===== config.mk =====
export PLATFORM = sky130hd
export DESIGN_NAME = write_back_flat
export DESIGN_NICKNAME = d
export VERILOG_FILES = /design/src/rtl/write_back_if.sv /design/src/rtl/write_back.sv /design/src/flat_wrapper.sv
export SDC_FILE = /design/constraint.sdc
export NUM_CORES = 1
export LEC_CHECK = 0
export CORE_ASPECT_RATIO = 1.5
export CORE_MARGIN = 2
export CORE_UTILIZATION = 43
export DETAILED_ROUTE_END_ITERATION = 7
export PLACE_DENSITY = 0.87
export SLEW_MARGIN = 10
export SYNTH_ARGS = -nofsm -noshare
export SYNTH_HDL_FRONTEND = slang
export SYNTH_SLANG_ARGS = --single-unit
export TNS_END_PERCENT = 10

===== constraint.sdc =====
create_clock -name i_clk -period 4.35 [get_ports i_clk]
set_input_delay 0.87 -clock i_clk [delete_from_list [all_inputs] [get_ports i_clk]]
set_output_delay 0.87 -clock i_clk [all_outputs]
set_load 0.01 [all_outputs]

===== src/rtl/write_back_if.sv =====
// Memory-to-write-back bus: retiring-instruction inputs and register-file/debug outputs.
interface write_back_if #(
  parameter int N_BITS     = 32,
  parameter int N_BITS_REG = 5
);
  logic                  i_valid;
  logic                  i_exec_mode;
  logic                  i_step;
  logic                  i_mem_to_reg;
  logic                  i_reg_write;
  logic                  i_halt;
  logic [1:0]            i_jump;
  logic [N_BITS-1:0]     i_pc_4;
  logic [N_BITS-1:0]     i_read_data;
  logic [N_BITS-1:0]     i_alu_result;
  logic [N_BITS_REG-1:0] i_rt_rd;
  logic [1:0]            i_load_size;
  logic                  i_load_unsigned;
  logic                  o_reg_write;
  logic [N_BITS_REG-1:0] o_write_reg;
  logic [N_BITS-1:0]     o_write_data;
  logic                  o_halted;
  logic [N_BITS-1:0]     o_retired_count;

  modport master (
    output i_valid, i_exec_mode, i_step, i_mem_to_reg, i_reg_write, i_halt, i_jump,
           i_pc_4, i_read_data, i_alu_result, i_rt_rd, i_load_size, i_load_unsigned,
    input  o_reg_write, o_write_reg, o_write_data, o_halted, o_retired_count
  );

  modport slave (
    input  i_valid, i_exec_mode, i_step, i_mem_to_reg, i_reg_write, i_halt, i_jump,
           i_pc_4, i_read_data, i_alu_result, i_rt_rd, i_load_size, i_load_unsigned,
    output o_reg_write, o_write_reg, o_write_data, o_halted, o_retired_count
  );
endinterface


===== src/rtl/write_back.sv =====
// Write-back stage: load formatting, write-data select, halt drain FSM, retire counter.
// Latency 1 edge; holds when not advancing. Retire counter enabled by WB_RETIRE_CNT_EN.
module write_back #(
  parameter int N_BITS       = 32,
  parameter int N_BITS_REG   = 5,
  parameter int DRAIN_CYCLES = 3
) (
  input  logic         i_clk,
  input  logic         i_reset,
  write_back_if.slave  bus
);

  typedef enum logic [1:0] {RUN, DRAIN, HALTED} state_t;

  state_t                state_q;
  logic [3:0]            drain_q;
  logic                  reg_write_q;
  logic [N_BITS_REG-1:0] write_reg_q;
  logic [N_BITS-1:0]     write_data_q;
  logic                  halted_q;

  logic                  adv;
  logic [31:0]           rd32;
  logic [31:0]           byte_sh;
  logic [31:0]           half_sh;
  logic [N_BITS-1:0]     load_fmt;
  logic [N_BITS-1:0]     write_data_d;
  logic                  reg_write_d;

  assign adv = bus.i_valid && (!bus.i_exec_mode || bus.i_step) && (state_q != HALTED);

  // Lane extraction works on a 32-bit view so narrow datapaths still format correctly.
  always_comb begin
    rd32    = 32'(bus.i_read_data);
    byte_sh = rd32 >> {bus.i_alu_result[1:0], 3'b000};
    half_sh = rd32 >> {bus.i_alu_result[1], 4'b0000};
    load_fmt = bus.i_read_data;
    case (bus.i_load_size)
      2'b00: begin
        if (bus.i_load_unsigned) load_fmt = N_BITS'(byte_sh[7:0]);
        else                     load_fmt = N_BITS'($signed(byte_sh[7:0]));
      end
      2'b01: begin
        if (bus.i_load_unsigned) load_fmt = N_BITS'(half_sh[15:0]);
        else                     load_fmt = N_BITS'($signed(half_sh[15:0]));
      end
      default: load_fmt = bus.i_read_data;
    endcase
  end

  always_comb begin
    write_data_d = bus.i_alu_result;
    if (bus.i_jump == 2'b10)   write_data_d = bus.i_pc_4;
    else if (bus.i_mem_to_reg) write_data_d = load_fmt;
    reg_write_d = (bus.i_reg_write || (bus.i_jump == 2'b10)) && (bus.i_rt_rd != '0);
  end

  always_ff @(posedge i_clk or negedge i_reset) begin
    if (!i_reset) begin
      state_q      <= RUN;
      drain_q      <= '0;
      reg_write_q  <= 1'b0;
      write_reg_q  <= '0;
      write_data_q <= '0;
      halted_q     <= 1'b0;
    end else if (adv) begin
      write_reg_q  <= bus.i_rt_rd;
      write_data_q <= write_data_d;
      case (state_q)
        RUN: begin
          reg_write_q <= reg_write_d && !bus.i_halt;
          if (bus.i_halt) begin
            drain_q <= 4'(DRAIN_CYCLES);
            state_q <= DRAIN;
          end
        end
        DRAIN: begin
          reg_write_q <= 1'b0;
          drain_q     <= drain_q - 4'd1;
          if (drain_q == 4'd1) begin
            state_q  <= HALTED;
            halted_q <= 1'b1;
          end
        end
        default: reg_write_q <= 1'b0;
      endcase
    end
  end

`ifdef WB_RETIRE_CNT_EN
  logic [N_BITS-1:0] count_q;

  always_ff @(posedge i_clk or negedge i_reset) begin
    if (!i_reset)                   count_q <= '0;
    else if (adv && state_q == RUN) count_q <= count_q + N_BITS'(1);
  end

  assign bus.o_retired_count = count_q;
`else
  assign bus.o_retired_count = '0;
`endif

  assign bus.o_reg_write  = reg_write_q;
  assign bus.o_write_reg  = write_reg_q;
  assign bus.o_write_data = write_data_q;
  assign bus.o_halted     = halted_q;

endmodule

===== src/flat_wrapper.sv =====
// flat-port wrapper written by rule: the top's interface ports become plain ports
module write_back_flat 
#(
  parameter int N_BITS       = 32,
  parameter int N_BITS_REG   = 5,
  parameter int DRAIN_CYCLES = 3
)
  (i_clk, i_reset, bus_i_valid, bus_i_exec_mode, bus_i_step, bus_i_mem_to_reg, bus_i_reg_write, bus_i_halt, bus_i_jump, bus_i_pc_4, bus_i_read_data, bus_i_alu_result, bus_i_rt_rd, bus_i_load_size, bus_i_load_unsigned, bus_o_reg_write, bus_o_write_reg, bus_o_write_data, bus_o_halted, bus_o_retired_count);
  write_back_if #(.N_BITS(N_BITS), .N_BITS_REG(N_BITS_REG)) bus_i ();
  input  logic i_clk;
  input  logic i_reset;
  input wire logic [$bits(bus_i.i_valid)-1:0] bus_i_valid;
  input wire logic [$bits(bus_i.i_exec_mode)-1:0] bus_i_exec_mode;
  input wire logic [$bits(bus_i.i_step)-1:0] bus_i_step;
  input wire logic [$bits(bus_i.i_mem_to_reg)-1:0] bus_i_mem_to_reg;
  input wire logic [$bits(bus_i.i_reg_write)-1:0] bus_i_reg_write;
  input wire logic [$bits(bus_i.i_halt)-1:0] bus_i_halt;
  input wire logic [$bits(bus_i.i_jump)-1:0] bus_i_jump;
  input wire logic [$bits(bus_i.i_pc_4)-1:0] bus_i_pc_4;
  input wire logic [$bits(bus_i.i_read_data)-1:0] bus_i_read_data;
  input wire logic [$bits(bus_i.i_alu_result)-1:0] bus_i_alu_result;
  input wire logic [$bits(bus_i.i_rt_rd)-1:0] bus_i_rt_rd;
  input wire logic [$bits(bus_i.i_load_size)-1:0] bus_i_load_size;
  input wire logic [$bits(bus_i.i_load_unsigned)-1:0] bus_i_load_unsigned;
  output wire logic [$bits(bus_i.o_reg_write)-1:0] bus_o_reg_write;
  output wire logic [$bits(bus_i.o_write_reg)-1:0] bus_o_write_reg;
  output wire logic [$bits(bus_i.o_write_data)-1:0] bus_o_write_data;
  output wire logic [$bits(bus_i.o_halted)-1:0] bus_o_halted;
  output wire logic [$bits(bus_i.o_retired_count)-1:0] bus_o_retired_count;
  assign bus_i.i_valid = bus_i_valid;
  assign bus_i.i_exec_mode = bus_i_exec_mode;
  assign bus_i.i_step = bus_i_step;
  assign bus_i.i_mem_to_reg = bus_i_mem_to_reg;
  assign bus_i.i_reg_write = bus_i_reg_write;
  assign bus_i.i_halt = bus_i_halt;
  assign bus_i.i_jump = bus_i_jump;
  assign bus_i.i_pc_4 = bus_i_pc_4;
  assign bus_i.i_read_data = bus_i_read_data;
  assign bus_i.i_alu_result = bus_i_alu_result;
  assign bus_i.i_rt_rd = bus_i_rt_rd;
  assign bus_i.i_load_size = bus_i_load_size;
  assign bus_i.i_load_unsigned = bus_i_load_unsigned;
  assign bus_o_reg_write = bus_i.o_reg_write;
  assign bus_o_write_reg = bus_i.o_write_reg;
  assign bus_o_write_data = bus_i.o_write_data;
  assign bus_o_halted = bus_i.o_halted;
  assign bus_o_retired_count = bus_i.o_retired_count;
  write_back #(.N_BITS(N_BITS), .N_BITS_REG(N_BITS_REG), .DRAIN_CYCLES(DRAIN_CYCLES)) u_core (.i_clk(i_clk), .i_reset(i_reset), .bus(bus_i));
endmodule

Word-level counts from Yosys, hierarchy flattened. Index checks and enable logic that the tools add are counted.

Bits in registers: 45. Logic and storage cells: 42. Input port bits: 114. Output and inout bits: 71.

Add/sub/neg operators: 1. Equal/unequal tests: 7. Reduce and logical (&&, ||, !) cells: 15. Shift operators: 2. Mux-type cells: 11.

Operators by type and width (count): $mux 32 (4); $pmux 32 s2 (1); $shr 32x5->16 (1); $shr 32x5->8 (1); $pmux 4 s2 (1); $reduce_and 3->1 (2); $reduce_bool 5->1 (1); $eq 2x1->1 const B (2); $eq 4x1->1 const B (1); $logic_and 1x1->1 (4); $logic_not 2->1 (2); $mux 2 (2); $mux 4 (1); $ne 2x2->1 const B (2); $pmux 2 s2 (1); $reduce_and 4->1 (1); $sub 4x1->4 const B (1); $eq 2x2->1 const B (1); $logic_not 1->1 (2); $logic_or 1x1->1 (2); $ne 2x1->1 const B (1); $reduce_bool 2->1 (1); $mux 1 (1).

Depth between registers and ports, before layout.
Depth in word-level cells: 5. Mapped depth: 6. Gate-level depth less buffers: 5.

Least setup slack after synthesis. No wires, ideal clock.

Kind: in2reg. Start: input port bus_i_load_size[0]. End: register u_core.write_data_q[4] (netlist: u_core.bus.o_write_data[4]). Stages: 6. Data required time: 4.217 ns. Setup time: 0.133 ns. Path buffers: 2. Path slack: 2.307 ns. Arrival time: 1.910 ns. Cell sequence: buf_6 nand2b_4 buf_6 mux2_2 a221oi_1 a211oi_1.

Longest elaborated chain between the ends: 4. Elaborated cells between the ends (all ways): 5. Classes of those cells: eq/ne: 1; mux: 3; reduce/logical: 1.

RTL lines: start: declaration (RTL line flat_wrapper.sv:23) `input wire logic [$bits(bus_i.i_load_size)-1:0] bus_i_load_size;`; $eq 2x1->1 or $logic_not 2->1 (tied branches) (RTL line write_back.sv:38) `case (bus.i_load_size)`; $pmux 32 s2 (*) (RTL line write_back.sv:38); $mux 32 (*) (RTL line write_back.sv:54) `else if (bus.i_mem_to_reg) write_data_d = load_fmt;`; $mux 32 (*) (RTL line write_back.sv:53) `if (bus.i_jump == 2'b10) write_data_d = bus.i_pc_4;`; end signal: assignment (RTL line write_back.sv:68) `write_data_q <= write_data_d;`; end: declaration (RTL line write_back.sv:19) `logic [N_BITS-1:0] write_data_q;`.

Mark *: on every way between the ends. The rest lies on a longest branch, timed or not. A chain may end at the register's enable or synchronous reset.

Final worst setup path.
Start: input port bus_i_mem_to_reg. End: register u_core.write_data_q[5] (netlist: u_core.bus.o_write_data[5]).

Longest elaborated chain between the ends: 2.

RTL lines: start: declaration (RTL line flat_wrapper.sv:15) `input wire logic [$bits(bus_i.i_mem_to_reg)-1:0] bus_i_mem_to_reg;`; $mux 32 (RTL line write_back.sv:54); $mux 32 (RTL line write_back.sv:53).

No other way between the ends.

==> flow_summary.ini <==
[clock_tree]
cts_buffer_depth = 2
clkLatencyLatePin_ps = 290
hold_buffers = 0
clkTransAtPathRegs_ps = 60
cts_buffers = 5
postCtsSetupRepairBufs = 0
cts_tree = built
cts-root-buf = clkbuf_16
htree_levels = 2
cts.sinks = 45
cts_resized = 0

[yosys]
syn-instance-count = 383
ys_seq_elements = 45
syn_avg_cell_area_um2 = 8.961
synthDistinctLibCells = 53
synth_top_area_cell = dfrtp_1
synth_area_leaders = dfrtp_1 (33%), mux2_2 (7.9%), a22oi_1 (7.0%)
ys_warn_count = 0
synth-seq-area-share_pct = 32.81
synthArstFlopShare_pct = 100.0
yosys.area.top_type_share_pct = 32.81
synth_edf_count = 0
syn_area_um2 = 3432
ys.flop_type = dfrtp_1

[finish]
diodes = 0
layout_commonest_cell = clkdlybuf4s50_1
drive_gt1_share_pct = 8.880
mostFrequentLayoutCells = clkdlybuf4s50_1 (151), nand2_1 (58), dfrtp_1 (45)
nets = 633
largest_reg_flops = 32
num-fill-cells = 651
syn2layout_area_growth_pct = 43.53
post-route-util_pct = 64.30

[drt]
drt-pass1-iter-count = 6
first_iter_violations = 312
vias = 3561
via_per_inst = 5.744
post_drt_wl_per_cell_um = 18.41
drc = 0
wl_mm = 11.41
ant_nets = 0

[worst_setup_path]
crit_arrival_ps = 2990
cp_max_fo = 24
r2r_cells = 4
path_class = in -> reg
cp-end-kind = register
critPathRequiredTime_ps = 4510
start_kind = input port

[timing]
finalWorstSetupSlack_ps = 1522
max_freq_mhz = 353.7
maxSlewViolCount = 0
period_minus_slack_ps = 2828
worst_pin_slew_ps = 1063
hold_violations = 0
rsz0062_at_grt = false
period_share_pct = 65.00
skew_ps = 3.943
setup_viol_count_final = 0
fin_setup_tns_ps = 0
slew_headroom_pct = 29.13

[placed_design]
hpwlAfterDp_mm = 8.486
gp_congestion = 0.8753
place_ws_ps = 1223
portBuffers = 152

[grt]
grt_pass1_vias = 3603
grt_overflow = 0
grt_max_degree = 56
track_usage_pct = 25.63
grt_pass1_wl_mm = 18.08
antenna_found_initial = 0

[hold_path]
hold_class = reg -> reg
min_path_cells = 1

[floorplan]
pin_count = 185
row_count = 39
start_util_pct = 44.80
die_y_um = 113.4
core_area_um2 = 7661
die_w_um = 76.95
floorplan.die_area_um2 = 8727

[power]
p_leak_uw = 0.002002
cellPowerDensity_nw_per_um2 = 303.4
peakVddDrop_mv = 0.2162

[run]
cap_violations = 0

[outcome]
status = finished clean
## layer usage
metal | track usage, % | routed length, um
met5 | 0 | 0
met4 | 12.12 | 458
met1 | 30.70 | 4262
met2 | 44.33 | 5764
met3 | 4.668 | 928
## critical path: stages
cell	delay, ps
clkdlybuf4s50_1	990
buf_4	320
nand4_1	300
a221oi_1	360
a211oi_1	130
## Yosys cell counts, types with 2 or more instances
cell       n
mux2_2    24
a31oi_1    2
a22o_1     2
nor3_1     4
nor2_1    18
a21boi_0   7
a21oi_1    3
o31ai_1    2
o21ai_0   13
o211ai_1  16
inv_1      5
clkbuf_8   4
clkbuf_1  11
o221ai_1   8
and2_1     2
or4_1      2
a211oi_1   6
nand3b_1   3
buf_2      7
dfrtp_1   45
buf_6      6
or3_1     16
nand2b_1   5
a22oi_1   32
nand2_1   58
a221oi_1  13
ha_1       2
mux2i_1    3
and3_1     8
buf_4     32
nor3b_1    2
## stage by stage
step / instances / total power, uW / hold WS, ps / area (um2)
5_1_grt: 620 / 1575 / 504.3 / 4926
4_1_cts: 620 / 1499 / 475.4 / 4926
3_3_place_gp: 612 / 1110 / 447.7 / 4787
3_5_place_dp: 612 / 1127 / 457.1 / 4787
2_1_floorplan: 414 / 844.8 / 493.2 / 3548
6_report: 620 / 1495 / 473.1 / 4926
## final timing paths
path                                      from                           to  slack [ps]
max in group asynchronous              i_reset    u_core.bus.o_write_reg[4]        2910
min                        u_core.bus.o_halted          u_core.bus.o_halted         470
min reg2reg                u_core.bus.o_halted          u_core.bus.o_halted         470
max reg2reg                  u_core.state_q[0]  u_core.bus.o_write_data[19]        2150
max                           bus_i_mem_to_reg   u_core.bus.o_write_data[5]        1520
min in group asynchronous              i_reset            u_core.drain_q[1]         760
## logic make-up after synthesis
| kind of cell | synth area share [%] |
|---|---|
| muxes | 8.750 |
| AOI/OAI and AO/OA | 25.01 |
| and+or+nand+nor | 18.88 |
| adders and majority gates | 0.7290 |
| DFF | 32.81 |
| buffers and inverters | 13.71 |
| other | 0.1093 |
## where the power goes
group,leakage (uW),total [uW],internal (uW),switching [uW]
clock network,0.0000706,370,211,159
logic,0.00141,566,316,250
registers,0.000525,558,500,58.1
## layout make-up
cell class,count,area [um2],area share (%)
flip-flops and latches,45,1126,22.86
clock buffers,6,128.9,2.616
well taps,102,127.6,2.591
multi-input cells,302,1953,39.65
inverters,5,18.77,0.3810
repair buffers,158,1562,31.70
clock inverters,2,10.01,0.2032
(Power assumes the default switching activity.)
